===== src/rtl/fifo_reader_pkg.sv =====
`default_nettype none
// ============================================================================
// Module      : fifo_reader_pkg
// Description : Shared defaults, skid-buffer sizing and FSM state encoding
//               for the FIFO reader.
// Revision    : 1.0 - initial release
// ============================================================================
package fifo_reader_pkg;

  localparam int unsigned DATA_WIDTH_DEFAULT = 6;
  localparam int unsigned CNT_WIDTH_DEFAULT  = 8;

  // Two entries cover the pop-to-data latency so reads can stream back to back.
  localparam int unsigned SKID_DEPTH = 2;
  localparam int unsigned SKID_CNT_W = $clog2(SKID_DEPTH + 1);

  typedef enum logic [1:0] {
    ST_IDLE   = 2'd0,
    ST_ACTIVE = 2'd1,
    ST_DRAIN  = 2'd2
  } state_e;

endpackage
`default_nettype wire


===== src/rtl/skid_buffer.sv =====
`default_nettype none
// ============================================================================
// Module      : skid_buffer
// Description : Two-entry in-order buffer. Holds words returned by the FIFO
//               until the downstream consumer accepts them.
// Revision    : 1.0 - initial release
// ============================================================================
module skid_buffer
  import fifo_reader_pkg::*;
#(
  parameter int unsigned WIDTH = DATA_WIDTH_DEFAULT
) (
  input  logic                  clk,
  input  logic                  rst_n,
  input  logic                  push,
  input  logic                  pop,
  input  logic [WIDTH-1:0]      push_data,
  output logic [WIDTH-1:0]      pop_data,
  output logic                  empty,
  output logic                  full,
  output logic [SKID_CNT_W-1:0] count
);

  logic [WIDTH-1:0]      mem_q [SKID_DEPTH];
  logic [WIDTH-1:0]      mem_d [SKID_DEPTH];
  logic                  wr_ptr_q, wr_ptr_d;
  logic                  rd_ptr_q, rd_ptr_d;
  logic [SKID_CNT_W-1:0] count_q, count_d;
  logic                  do_push;
  logic                  do_pop;

  assign empty    = (count_q == '0);
  assign full     = (count_q == SKID_CNT_W'(SKID_DEPTH));
  assign count    = count_q;
  assign pop_data = mem_q[rd_ptr_q];

  // Next-state: a push into a full buffer is only taken when a pop frees a slot.
  always_comb begin
    do_push  = push && (!full || pop);
    do_pop   = pop && !empty;
    mem_d    = mem_q;
    wr_ptr_d = wr_ptr_q ^ do_push;
    rd_ptr_d = rd_ptr_q ^ do_pop;
    count_d  = count_q + SKID_CNT_W'(do_push) - SKID_CNT_W'(do_pop);
    if (do_push) begin
      mem_d[wr_ptr_q] = push_data;
    end
  end

  // Storage and pointer registers, cleared asynchronously.
  always_ff @(posedge clk or negedge rst_n) begin
    if (!rst_n) begin
      for (int i = 0; i < SKID_DEPTH; i++) begin
        mem_q[i] <= '0;
      end
      wr_ptr_q <= 1'b0;
      rd_ptr_q <= 1'b0;
      count_q  <= '0;
    end else begin
      mem_q    <= mem_d;
      wr_ptr_q <= wr_ptr_d;
      rd_ptr_q <= rd_ptr_d;
      count_q  <= count_d;
    end
  end

endmodule
`default_nettype wire


===== src/rtl/fifo_reader.sv =====
`default_nettype none
// ============================================================================
// Module      : fifo_reader
// Description : Pulls words from a registered-flag FIFO and streams them
//               downstream with valid/ready, counting delivered words.
// Revision    : 1.0 - initial release
// ============================================================================
module fifo_reader
  import fifo_reader_pkg::*;
#(
  parameter int unsigned DATA_WIDTH = DATA_WIDTH_DEFAULT,
  parameter int unsigned CNT_WIDTH  = CNT_WIDTH_DEFAULT
) (
  input  logic                  clk,
  input  logic                  reset_L,
  input  logic                  enable,
  input  logic                  Fifo_Empty,
  input  logic                  Almost_Empty,
  input  logic [DATA_WIDTH-1:0] Fifo_Data_out,
  input  logic                  ready_in,
  output logic                  pop,
  output logic [DATA_WIDTH-1:0] data_out,
  output logic                  valid_out,
  output logic [CNT_WIDTH-1:0]  rd_count,
  output logic                  busy
);

  state_e                state_q, state_d;
  logic                  inflight_q, inflight_d;
  logic                  lag_q, lag_d;
  logic [CNT_WIDTH-1:0]  rd_count_q, rd_count_d;
  logic                  buf_empty;
  logic                  buf_full;
  logic [SKID_CNT_W-1:0] buf_count;
  logic                  xfer;
  logic [SKID_CNT_W-1:0] words_kept;

  skid_buffer #(
    .WIDTH (DATA_WIDTH)
  ) u_skid (
    .clk       (clk),
    .rst_n     (reset_L),
    .push      (inflight_q),
    .pop       (xfer),
    .push_data (Fifo_Data_out),
    .pop_data  (data_out),
    .empty     (buf_empty),
    .full      (buf_full),
    .count     (buf_count)
  );

  assign valid_out = !buf_empty;
  assign xfer      = valid_out && ready_in;
  assign rd_count  = rd_count_q;
  assign busy      = (state_q != ST_IDLE);

  // Pop credit and next-state logic. Buffered words are counted after this
  // cycle's transfer so a steady stream sustains one pop per cycle.
  always_comb begin
    state_d    = state_q;
    words_kept = buf_count - SKID_CNT_W'(xfer) + SKID_CNT_W'(inflight_q);
    pop        = (state_q == ST_ACTIVE) && !Fifo_Empty && !lag_q
                 && (words_kept < SKID_CNT_W'(SKID_DEPTH))
                 && !(buf_full && !xfer);
    // The FIFO's empty flag lags a pop of its last word by one cycle.
    lag_d      = pop && Almost_Empty;
    inflight_d = pop;
    rd_count_d = rd_count_q + CNT_WIDTH'(xfer);
    unique case (state_q)
      ST_IDLE:   if (enable) state_d = ST_ACTIVE;
      ST_ACTIVE: if (!enable) state_d = ST_DRAIN;
      ST_DRAIN: begin
        if (enable) begin
          state_d = ST_ACTIVE;
        end else if (!inflight_q && buf_empty) begin
          state_d = ST_IDLE;
        end
      end
      default:   state_d = ST_IDLE;
    endcase
  end

  // Control state registers, cleared asynchronously.
  always_ff @(posedge clk or negedge reset_L) begin
    if (!reset_L) begin
      state_q    <= ST_IDLE;
      inflight_q <= 1'b0;
      lag_q      <= 1'b0;
      rd_count_q <= '0;
    end else begin
      state_q    <= state_d;
      inflight_q <= inflight_d;
      lag_q      <= lag_d;
      rd_count_q <= rd_count_d;
    end
  end

endmodule
`default_nettype wire


===== config.mk =====
export PLATFORM = sky130hd
export DESIGN_NAME = fifo_reader
export DESIGN_NICKNAME = d
export VERILOG_FILES = /design/src/rtl/fifo_reader_pkg.sv /design/src/rtl/skid_buffer.sv /design/src/rtl/fifo_reader.sv
export SDC_FILE = /design/constraint.sdc
export NUM_CORES = 1
export LEC_CHECK = 0
export CORE_ASPECT_RATIO = 0.6
export CORE_UTILIZATION = 44
export DETAILED_ROUTE_END_ITERATION = 10
export PLACE_DENSITY = 0.74
export SYNTH_ARGS = -nofsm -noshare
export SYNTH_HDL_FRONTEND = slang
export SYNTH_SLANG_ARGS = --single-unit

===== constraint.sdc =====
create_clock -name clk -period 2.1 [get_ports clk]
set_input_delay 0.21 -clock clk [delete_from_list [all_inputs] [get_ports clk]]
set_output_delay 0.21 -clock clk [all_outputs]
set_load 0.01 [all_outputs]

==> impl_results.md, run 1 <==
* Pint at 1.666 mW
* Post-DP HPWL at 1941 um
* Wirelength, routed at roughly 2600 um
* Post-layout worst setup margin at -0.3133 ns
* Pins Over Slew Limit at 0
* R2r setup slk at 0.23 ns
* Clock share of power at 13.5%
* DR pass1 iterations at 9
* Endpoint required time on the critical path at 1.89 ns
* Number of placement rows at 14
* Global-route wire length before repair at approximately 4200 um
* Vias in the first global route at 872
* Total routing usage reported by global routing at a little under a fifth
* Post-synthesis sequential element count at 28
* RSZ-0062 raised after global routing: yes
* I/O pin count at 29
* Syn Nets at around 110
* Most frequent cells in the layout: 28 x dfrtp_1, 27 x clkdlybuf4s50_1, 18 x mux2_2, 13 x buf_4, 6 x xnor2_1
* Total power at 2.458 mW
* Routability cong. at 0.7926
* TritonCTS Buffers at 3
* Worst-path cell with the longest stage delay: dfrtp_1
* Relative max-transition margin at 72.20%
* Final total negative setup slack at -0.3133 ns
* Post-detailed-route DRC marker count at 4
* Total cell area at the placement stage at approximately 1700 um2
* Number of antenna violations at the first check in global routing at 0
* Port Buf Inserts at 28
* Clock net sink count at 28
* Number of H-tree levels at 1
* Nets at ~160
* Core Box Area at 2610 um2
* Ys Warns at 0
* Number of DRC markers after the initial detailed-route iteration at 24
* Relative contribution of combinational cells to total power at a little under half
* Clock tree from TritonCTS: built
* Post-route clock skew at 0.004106 ns
* Mean cell area of the mapped netlist at 12.96 um2
* Layout cells sized above 1 at 33.81%
* Worst Hold Class: input pin to async pin
* Post-Synthesis Cell Area at 1257 um2
* Switching share of total power at 32.22%
* Post-layout instance area at 1757 um2
* Final core utilization at a little under 70%
* Maximum cell stage delay along the critical path at 0.39 ns
* Top fanout value on the critical path at 2
* Critical Path, Cell by Cell: or2_4, nand2_4, inv_2, ha_4, nand2b_4, or3_4, a2111oi_4, buf_2
* Via/cell ratio at between 5 and 6
* Maximum clock path buffer count at 2
* Die Footprint at about 3100 um2
* Netlist cell types at 25
* Sequential fraction of the synthesis area at 55.72%
* Violations in the final reports: DRC, setup timing
* Arrival time of data at the critical path endpoint at 2.20 ns
* Net switching power of the design at 791.9 uW
* PwrDens at 1399 nW/um2
* Number of max-cap violations at 0
* Nature of the critical path endpoint: primary output
* Floorplan die width at 71.02 um
* Die extent in y at 43.41 um
* Via count at 862
* Area growth, synth to finish at 39.70%
* Hold violation total from the final report at 0
* Slew of the pin with the lowest slew margin at 0.4127 ns
* Antenna Nets Post-Route at 0
* Final critical-path required period at 2.413 ns
* Pin count of the biggest net entering global routing at 29
* Post-synthesis instance total at between 90 and 100
* Fmax at a little over 400 MHz
* Worst setup slack after placement at -0.6103 ns
* Grt ovf at 0
* Worst setup SP type: register
* Most common library cell in the layout ignoring fill and taps: dfrtp_1
* Number of antenna cells inserted at 0
* Standby leakage power at ~0.8 nW
* Sequential share of power at 38.5%
* Post-route clock period utilization at 114.9%
* Worst IR Drop VDD at 0.7100 mV
* # setup viols final at 1
* Clock latency on the worst-skew pair at 0.27 ns
* Status: finished, violations left
* Reg2Reg Depth at 7
* Initial cell density of the core at about half
* CTS clock-pin slew for the worst setup and hold paths at 0.10 ns
* Average detailed-routed wire length per instance at 15.25 um
* Path type of the worst setup path: register to primary output
* Root buffer cell: clkbuf_8
[layout make-up]
cell class,count,area (um2)
Fill cell,194,853.3
Inverter,7,26.28
Multi-Input combinational cell,59,561.8
Tap cell,32,40.04
Clock buffer,4,55.05
Timing Repair Buffer,41,372.9
Sequential cell,28,700.7
[critical path: cells and delay by family (launching register included)]
kind	cells	cell delay, ns
adder cells (fa/ha/maj)	1	0.20
flip-flops	1	0.39
AO/OA/AOI/OAI	1	0.30
AND/OR/NAND/NOR	4	0.81
buffers and inverters	2	0.23
[worst paths after layout]
| kind | startpoint | end |
|---|---|---|
| min | reset_L | rd_count[3] |
| max reg2reg | u_skid.count[1] | u_skid.mem_q[10] |
| min reg2reg | rd_count[7] | rd_count[7] |
| max | u_skid.count[1] | pop |
| min in group clk | rd_count[7] | rd_count[7] |
| max in group asynchronous | reset_L | rd_count[7] |
[logic make-up after synthesis]
group / after synthesis / share of synthesized area [%]
compound gates: 8 / 4.776
xor+xnor: 10 / 6.965
fa+ha+maj: 5 / 4.975
buf+inv: 10 / 2.985
flops: 28 / 55.72
mux: 18 / 16.12
simple gates: 18 / 8.458
[registers in the layout, summed over array words and instances (netlist names)]
register	flops
u_skid.mem_q	12
u_skid.wr_ptr_q	1
u_skid.rd_ptr_q	1
lag_q	1
inflight_q	1
state_q	2
u_skid.count	2
rd_count	8
[metrics by stage]
step                      hold slack (ns)  std cells
after global placement             0.4561        162
after detailed placement           0.4568        162
final                              0.3057        171
after global routing               0.3463        171
after CTS                          0.3186        170
after floorplan                  -0.08559         97
[cells in the mapped netlist]
master | n | area share [%]
inv_2 | 2 | 0.60
nand3_1 | 2 | 0.80
nand4_1 | 1 | 0.50
xor2_1 | 4 | 2.8
a2111oi_2 | 1 | 1.2
nor2b_1 | 2 | 0.99
or3_4 | 1 | 0.90
nor2_1 | 1 | 0.30
or2_2 | 2 | 0.99
o211ai_1 | 1 | 0.60
nand2_1 | 3 | 0.90
nand2b_1 | 2 | 0.99
a21oi_1 | 2 | 0.80
o21ai_0 | 2 | 0.80
o31a_2 | 1 | 0.80
xnor2_1 | 6 | 4.2
nor3_1 | 2 | 0.80
or4b_1 | 1 | 0.80
inv_1 | 5 | 1.5
dfrtp_1 | 28 | 56
and3_1 | 1 | 0.50
ha_1 | 5 | 5.0
a21boi_0 | 1 | 0.60
mux2_2 | 18 | 16
clkbuf_1 | 3 | 0.90
[routing by layer]
metal	vias up	global-route usage (%)	share of wire (%)
met3	2	4.651	3.7
li1	415	-	-
met4	0	3.600	0.81
met5	-	0	0
met1	427	24.10	48
met2	18	30.96	48
[timing repair]
action,4_1_cts,5_1_grt
endpoints found under the setup margin,1,1
setup buffers,4,1
hold buffers,0,0
pin swaps,4,1
gates resized for setup,4,0
[power by group through the flow]
stage | registers [mW] | logic (mW) | clock network [mW]
after detailed placement | 0.957 | 1.13 | 0
after global routing | 0.977 | 1.26 | 0.357
after floorplan | 0.931 | 0.589 | 0
final | 0.946 | 1.18 | 0.332
after global placement | 0.936 | 1.09 | 0
after CTS | 0.944 | 1.17 | 0.337
No activity file was read; power rests on OpenSTA's default activity.
==> run 2, diff against run 1 <==
Settings changed: CORE_UTILIZATION 44 to 45, PLACE_DENSITY 0.74 to 0.75, SYNTH_HIERARCHICAL set to 1.
==> run 2 against run 1 <==
- the run now ends clean
- clock power rose by 26%
- first-iteration DRC count is 17% lower
- worst hold slack better by 0.0057 ns
- flip-flop and latch count is the same
- wire length rose by 2.8%
- final cell count increased by 6.4%
- synthesized cell count stayed put
- sequential power is 2% higher
- sequential share of layout area decreased by 2.7 points
- core utilization shrank 2.2 points
- clock skew down 0.0019 ns
- critical path depth is 4 higher
==> impl_results.md, run 2 <==
* Number of DRC markers after the initial detailed-route iteration at 20 (-17%)
* Relative max-transition margin at 68.75% (-3.4 points)
* Maximum cell stage delay along the critical path at 0.40 ns (about the same)
* Post-layout instance area at 1883 um2 (+7.2%)
* Grt ovf at 0 (unchanged)
* List of most frequent post-synthesis cells: 28 x dfrtp_1, 18 x mux2_4, 6 x inv_1, 6 x xnor2_1, 5 x ha_1
* Pin count of the biggest net entering global routing at 29 (unchanged)
* Floorplan die width at 73.30 um (+3.2%)
* FF/Latch Area at 700.7 um2 (unchanged)
* Path type of the worst setup path: register to register
* Main combinational cell family by area after synthesis: multiplexers
* Fmax at 488.6 MHz (+18%)
* Post-synthesis sequential element count at 28 (unchanged)
* Most common library cell in the layout ignoring fill and taps: dfrtp_1
* Parity-gate share of the synthesized area counting xor and xnor cells at 8.113% (+1.1 points)
* Wirelength, routed at 2682 um (+2.8%)
* Relative contribution of combinational cells to total power at 49.3% (+1.3 points)
* Critical Path, Cell by Cell: nor2_2, buf_4, inv_2, nand2_1, inv_2, buf_4, o21a_2, ha_1, inv_1, ha_1, xnor2_1, xnor2_1
* Hold violation total from the final report at 0 (unchanged)
* Standby leakage power at 0.8744 nW (+9.7%)
* Core Box Area at 2890 um2 (+11%)
* Status: complete, no violations
* PwrDens at 1443 nW/um2 (+3.2%)
* Sequential share of power at 35.4% (-3.1 points)
* Sequential fraction of the synthesis area at 51.05% (-4.7 points)
* # setup viols final at 0 (-1)
* TritonCTS Buffers at 3 (unchanged)
* Async SR Flop Fraction at 100.0% (unchanged)
* Port Buf Inserts at 28 (unchanged)
* Fraction of synthesized area in multiplexers at 19.69% (+3.6 points)
* Dominant synthesized flop cell: dfrtp_1
* Global-route wire length before repair at 4119 um (-1.8%)
* Ranking of synthesized cells by area: dfrtp_1 51%, mux2_4 20%, ha_1 4.6%, xnor2_1 3.8%, buf_6 2.5%
* Most frequently used cell type in the post-synthesis netlist: dfrtp_1
* Number of H-tree levels at 1 (unchanged)
* Number of antenna cells inserted at 0 (unchanged)
* Ys Warns at 6 (+6)
* DR pass1 iterations at 4 (-5)
* Clock latency on the worst-skew pair at 0.27 ns (about the same)
* Total power at 2.718 mW (+11%)
* Most frequent cells in the layout: 28 x dfrtp_1, 27 x clkdlybuf4s50_1, 18 x mux2_4, 12 x buf_4
* Maximum clock path buffer count at 2 (unchanged)
* CTS clock-pin slew for the worst setup and hold paths at 0.09 ns (about the same)
* Post-detailed-route DRC marker count at 0 (-4)
* Top fanout value on the critical path at 6 (+4)
* Endpoint required time on the critical path at 2.31 ns (+0.42 ns)
* Pint at 1.876 mW (+13%)
* Clock tree from TritonCTS: built
* Post-synthesis instance total at 97 (unchanged)
* Initial cell density of the core at 47.49% (-0.69 points)
* Worst IR Drop VDD at 0.6657 mV (-6.2%)
* I/O pin count at 29 (unchanged)
* Syn Nets at 114 (unchanged)
* Pins Over Slew Limit at 0 (unchanged)
* Total buffers and inverters traversed by the critical path at 5 (+3)
* Worst Hold Class: input pin to async pin
* Worst setup SP type: register
* Netlist cell types at 28 (+12%)
* Post-synth EDFFs at 0 (unchanged)
* Worst setup slack after placement at -0.2768 ns (+0.3335 ns)
* Post-Synthesis Cell Area at 1373 um2 (+9.2%)
* Post-route clock skew at 0.002196 ns (-0.001911 ns)
* Filler cells at 228 (+18%)
* Post-layout instance count excluding filler cells at 182 (+6.4%)
* Post-DP HPWL at 1859 um (-4.2%)
* # placed instances at 175 (+8.0%)
* Area fraction in compound gates after synthesis at 5.287% (+0.51 points)
* Die extent in y at 44.78 um (+3.2%)
* Routability cong. at 0.7300 (-7.9%)
* Post-layout worst setup margin at 0.05337 ns (+0.3667 ns)
* Total routing usage reported by global routing at 17.69% (-0.47 points)
* Crit-path leading delay family: adder cells
* Flip-flop count of the largest register after layout at 12 (unchanged)
* Via/cell ratio at 4.753 (-5.7%)
* Top cell type by total area after synthesis: dfrtp_1
* Layout cells sized above 1 at 34.29% (+0.47 points)
* Number of placement rows at 15 (+1)
* Simple-gate area share of the yosys netlist at 6.655% (-1.8 points)
* Root buffer cell: clkbuf_8
* Number of antenna violations at the first check in global routing at 0 (unchanged)
* Area share of the largest cell type after synthesis at 51.05% (-4.7 points)
* Worst hold slack at 0.3114 ns (+0.005697 ns)
* Final critical-path required period at 2.047 ns (-0.3667 ns)
* Average detailed-routed wire length per instance at 14.74 um (-3.4%)
* Clock share of power at 15.4% (+1.9 points)
* Total cell area at the placement stage at 1779 um2 (+6.6%)
* Die Footprint at 3282 um2 (+6.5%)
* Arrival time of data at the critical path endpoint at 2.25 ns (+0.05 ns)
* Area of combinational cells with multiple inputs at 623.1 um2 (+11%)
* Fraction of the mapped netlist area in adder cells at 4.558% (-0.42 points)
* Net switching power of the design at 842.4 uW (+6.4%)
* Nature of the critical path endpoint: register
* Nets at 158 (+0.64%)
* Via count at 865 (+0.35%)
* Clock net sink count at 28 (unchanged)
* Slew of the pin with the lowest slew margin at 0.4687 ns (+0.05603 ns)
* Mean cell area of the mapped netlist at 14.15 um2 (+9.2%)
* Worst-path cell with the longest stage delay: dfrtp_1
* Register with the most flip-flops: u_skid/mem_q
* Final total negative setup slack at 0 ns (+0.3133 ns)
* Post-route clock period utilization at 97.46% (-17 points)
* Number of max-cap violations at 0 (unchanged)
* Switching share of total power at 30.99% (-1.2 points)
* Antenna Nets Post-Route at 0 (unchanged)
* Vias in the first global route at 863 (-1.0%)
* Area growth, synth to finish at 37.19%
* Final core utilization at 65.15% (-2.2 points)
run 2: changes by cell type in the layout (fill, tap and decap cells not counted), sizes merged, moves of 2 or more:
| cell | previous run | this run |
|---|---|---|
| nand3 | 2 | 4 |
| nor3 | 2 | 0 |
| o21a | 0 | 2 |
| nor2b | 2 | 0 |
run 2: cell type report:
type | instances | area share, %
inverters | 8 | 1.595
clock buffers | 3 | 2.193
flip-flops and latches | 28 | 37.21
multi-input cells | 58 | 33.09
clock inverters | 1 | 1.595
well taps | 42 | 2.791
repair buffers | 42 | 21.53
run 2: final timing paths:
kind	startpoint	to	slack, ns	cells after the start
min reg2reg	rd_count[7]	rd_count[7]	0.48	1
min in group clk	Almost_Empty	lag_q	0.47	3
min	reset_L	u_skid/mem_q[4]	0.31	2
max in group asynchronous	reset_L	rd_count[6]	1.53	2
max reg2reg	u_skid/count[1]	u_skid/count[1]	0.05	12
max	u_skid/count[1]	u_skid/count[1]	0.05	12
run 2: power groups by stage:
stage	Combinational, mW	Clock [mW]	Sequential [mW]
floorplan	0.752	0	0.935
finish	1.34	0.418	0.961
global route	1.43	0.459	0.997
global placement	1.24	0	0.951
CTS	1.31	0.430	0.964
detailed placement	1.27	0	0.975
run 2: logic make-up after synthesis:
group	after synthesis
fa+ha+maj	5
mux	18
flops	28
compound gates	9
xor+xnor	11
simple gates	15
buf+inv	11
run 2: worst register-to-register path: stages, from the launching register on:
cell     delay, ns
dfrtp_1       0.40
nor2_2        0.13
buf_4         0.12
inv_2         0.03
nand2_1       0.10
inv_2         0.07
buf_4         0.16
o21a_2        0.15
ha_1          0.28
inv_1         0.05
ha_1          0.18
xnor2_1       0.17
xnor2_1       0.13
run 2: metal layers:
layer | wire [um] | vias up | global-route usage [%]
met3 | 111 | 2 | 5.804
li1 | - | 410 | -
met1 | 1290 | 434 | 23.85
met4 | 14 | 0 | 4.615
met2 | 1266 | 19 | 27.96
met5 | 0 | - | 0
run 2: timing repair:
action,in CTS,in global routing
setup endpoints to repair,1,2
pin swaps,0,3
setup buffers,1,2
endpoints found under the hold margin,0,0
hold buffers,0,0
gates resized for setup,4,3
==> run 3, diff against run 2 <==
--- a/config.mk
+++ b/config.mk
@@ -9,4 +9,5 @@
 export CORE_UTILIZATION = 45
 export DETAILED_ROUTE_END_ITERATION = 10
+export HOLD_SLACK_MARGIN = 0.12
 export PLACE_DENSITY = 0.75
 export SYNTH_ARGS = -nofsm -noshare
==> constraint.sdc (replaced) <==
create_clock -name clk -period 2.1 [get_ports clk]
set_input_delay 0.21 -clock clk [delete_from_list [all_inputs] [get_ports clk]]
set_output_delay 0.21 -clock clk [all_outputs]
set_load 0.005 [all_outputs]
==> run 3 against run 2 <==
- sequential share of layout area increased by 0.30 points
- clock power about the same
- register-to-register slack improved by 0.06 ns
- critical path depth decreased by 6
- critical path type is now register to primary output
- critical endpoint is now pop
==> impl_results.md, run 3 (synthesis results as in run 2) <==
* FF/Latch Area at 700.7 um2 (unchanged)
* Arrival time of data at the critical path endpoint at 1.84 ns (-0.41 ns)
* Maximum clock path buffer count at 2 (unchanged)
* Pint at 1.874 mW (about the same)
* Pin count of the biggest net entering global routing at 29 (unchanged)
* Relative max-transition margin at 66.79% (-2.0 points)
* Root buffer cell: clkbuf_8
* Endpoint required time on the critical path at 1.89 ns (-0.42 ns)
* Post-route clock period utilization at 97.52% (about the same)
* Nets at 156 (-1.3%)
* Total buffers and inverters traversed by the critical path at 2 (-3)
* Sequential share of power at 36.3% (+0.9 points)
* Top fanout value on the critical path at 3 (-3)
* Clock tree from TritonCTS: built
* Path type of the worst setup path: register to primary output
* Nature of the critical path endpoint: primary output
* Via count at 837 (-3.2%)
* Status: complete, no violations
* Vias in the first global route at 824 (-4.5%)
* Flip-flop count of the largest register after layout at 12 (unchanged)
* Number of antenna cells inserted at 0 (unchanged)
* Register with the most flip-flops: u_skid/mem_q
* Post-layout instance area at 1868 um2 (-0.80%)
* Pins Over Slew Limit at 0 (unchanged)
* CTS clock-pin slew for the worst setup and hold paths at 0.09 ns (about the same)
* Wirelength, routed at 2563 um (-4.4%)
* Post-DP HPWL at 1860 um (about the same)
* Layout cells sized above 1 at 34.06% (-0.23 points)
* Hold violation total from the final report at 0 (unchanged)
* Routability cong. at 0.7290 (-0.14%)
* Net switching power of the design at 781.5 uW (-7.2%)
* Via/cell ratio at 4.650 (-2.2%)
* Origin of the critical flop-to-flop path: u_skid/count[1]
* TritonCTS Buffers at 3 (unchanged)
* Relative contribution of combinational cells to total power at 47.9% (-1.4 points)
* Number of DRC markers after the initial detailed-route iteration at 11 (-45%)
* Die Footprint at 3282 um2 (unchanged)
* Area of combinational cells with multiple inputs at 623.1 um2 (unchanged)
* I/O pin count at 29 (unchanged)
* Post-detailed-route DRC marker count at 0 (unchanged)
* Die extent in y at 44.78 um (unchanged)
* Crit-path leading delay family: simple AND/OR/NAND/NOR gates
* RSZ-0062 raised after global routing: yes
* Clock net sink count at 28 (unchanged)
* Clock latency on the worst-skew pair at 0.27 ns (about the same)
* PwrDens at 1421 nW/um2 (-1.5%)
* Clock share of power at 15.8% (+0.4 points)
* Area growth, synth to finish at 36.10%
* Critical Path, Cell by Cell: buf_4, or4b_4, o21ai_2, xor2_2, a211oi_2, clkbuf_2
* DR pass1 iterations at 3 (-1)
* Final core utilization at 64.63% (-0.52 points)
* Fmax at 488.3 MHz (about the same)
* Total cell area at the placement stage at 1772 um2 (-0.42%)
* # setup viols final at 0 (unchanged)
* Number of H-tree levels at 1 (unchanged)
* Switching share of total power at 29.43% (-1.6 points)
* Worst-path cell with the longest stage delay: or4b_4
* Number of antenna violations at the first check in global routing at 0 (unchanged)
* Number of placement rows at 15 (unchanged)
* Worst Hold Class: input pin to async pin
* Floorplan die width at 73.30 um (unchanged)
* Maximum cell stage delay along the critical path at 0.51 ns (+0.11 ns)
* Global-route wire length before repair at 4174 um (+1.3%)
* Most frequent cells in the layout: 28 x dfrtp_1, 27 x clkdlybuf4s50_1, 18 x mux2_4, 10 x buf_4, 6 x inv_1
* Worst IR Drop VDD at 0.7068 mV (+6.2%)
* Number of max-cap violations at 0 (unchanged)
* Post-route clock skew at 0.003866 ns (+0.001670 ns)
* Total routing usage reported by global routing at 17.66% (-0.023 points)
* Worst setup SP type: register
* Most common library cell in the layout ignoring fill and taps: dfrtp_1
* Slew of the pin with the lowest slew margin at 0.4982 ns (+0.02943 ns)
* Final critical-path required period at 2.048 ns (+0.001194 ns)
* Filler cells at 211 (-7.5%)
* Port Buf Inserts at 28 (unchanged)
* Initial cell density of the core at 47.49% (unchanged)
* Standby leakage power at 0.8656 nW (-1.0%)
* Endpoint of the worst register-to-register path: u_skid/count[1]
* Core Box Area at 2890 um2 (unchanged)
* R2r setup slk at 0.11 ns (+0.06 ns)
* Grt ovf at 0 (unchanged)
* Antenna Nets Post-Route at 0 (unchanged)
* Reg2Reg Depth at 12 (unchanged)
* Average detailed-routed wire length per instance at 14.24 um (-3.4%)
* Final total negative setup slack at 0 ns (unchanged)
==> run 3: changes by cell type in the layout (fill, tap and decap cells not counted), sizes merged <==
cell and change:
clkbuf +1, buf -3
==> run 3: worst max-delay path by stage <==
stage                    start         endpoint  depth (start not counted)  slack (ns)
2_1_floorplan  u_skid/count[1]  u_skid/count[1]                         10        0.27
3_3_place_gp          ready_in              pop                          6       -0.20
3_5_place_dp          ready_in              pop                          6       -0.23
4_1_cts        u_skid/count[0]              pop                          6       0.001
5_1_grt        u_skid/count[0]              pop                          6       -0.02
6_report       u_skid/count[0]              pop                          6        0.05
==> run 3: stage by stage <==
| stage | power, mW | instances | setup slack, ns | hold WS [ns] |
|---|---|---|---|---|
| after floorplan | 1.625 | 97 | 0.2735 | -0.08559 |
| after global placement | 2.122 | 174 | -0.1989 | 0.4653 |
| after detailed placement | 2.186 | 174 | -0.2330 | 0.4636 |
| after CTS | 2.622 | 178 | 0.001117 | 0.3247 |
| after global routing | 2.817 | 180 | -0.01923 | 0.3411 |
| final | 2.655 | 180 | 0.05217 | 0.3153 |
==> run 3: final cells by class <==
cell class	instances	area share, %
sequential	28	37.51
multi-input combinational	58	33.36
timing repair buffer	40	20.90
tap	42	2.813
clock buffer	3	2.210
clock inverter	1	1.608
inverter	8	1.608
==> run 3: power groups by stage <==
| stage | combinational [mW] | clock (mW) | sequential (mW) |
|---|---|---|---|
| finish | 1.27 | 0.419 | 0.965 |
| global route | 1.37 | 0.457 | 0.992 |
| CTS | 1.23 | 0.428 | 0.965 |
| detailed placement | 1.21 | 0 | 0.973 |
| global placement | 1.17 | 0 | 0.951 |
| floorplan | 0.710 | 0 | 0.914 |
==> run 3: worst reg2reg max path, stage by stage, from the launching register on <==
cell and delay, ns:
dfrtp_1 0.40, nor2_2 0.13, buf_4 0.12, inv_2 0.03
nand2_1 0.08, inv_2 0.05, buf_4 0.15, o21a_2 0.14
ha_1 0.27, inv_1 0.04, ha_1 0.20, xnor2_2 0.14
xnor2_1 0.13
==> run 3: timing repair <==
action                     in CTS  in global routing
gates resized for setup         2                  5
buffers inserted                0                  2
hold buffers                    0                  0
setup endpoints to repair       1                  3
==> run 3: metal layers <==
metal / routed length [um] / global-route usage, % / part of all wire (%)
met1: 1347 / 25.97 / 53
met4: 15 / 2.308 / 0.59
met2: 1143 / 27.22 / 45
met3: 56 / 4.688 / 2.2
met5: 0 / 0 / 0
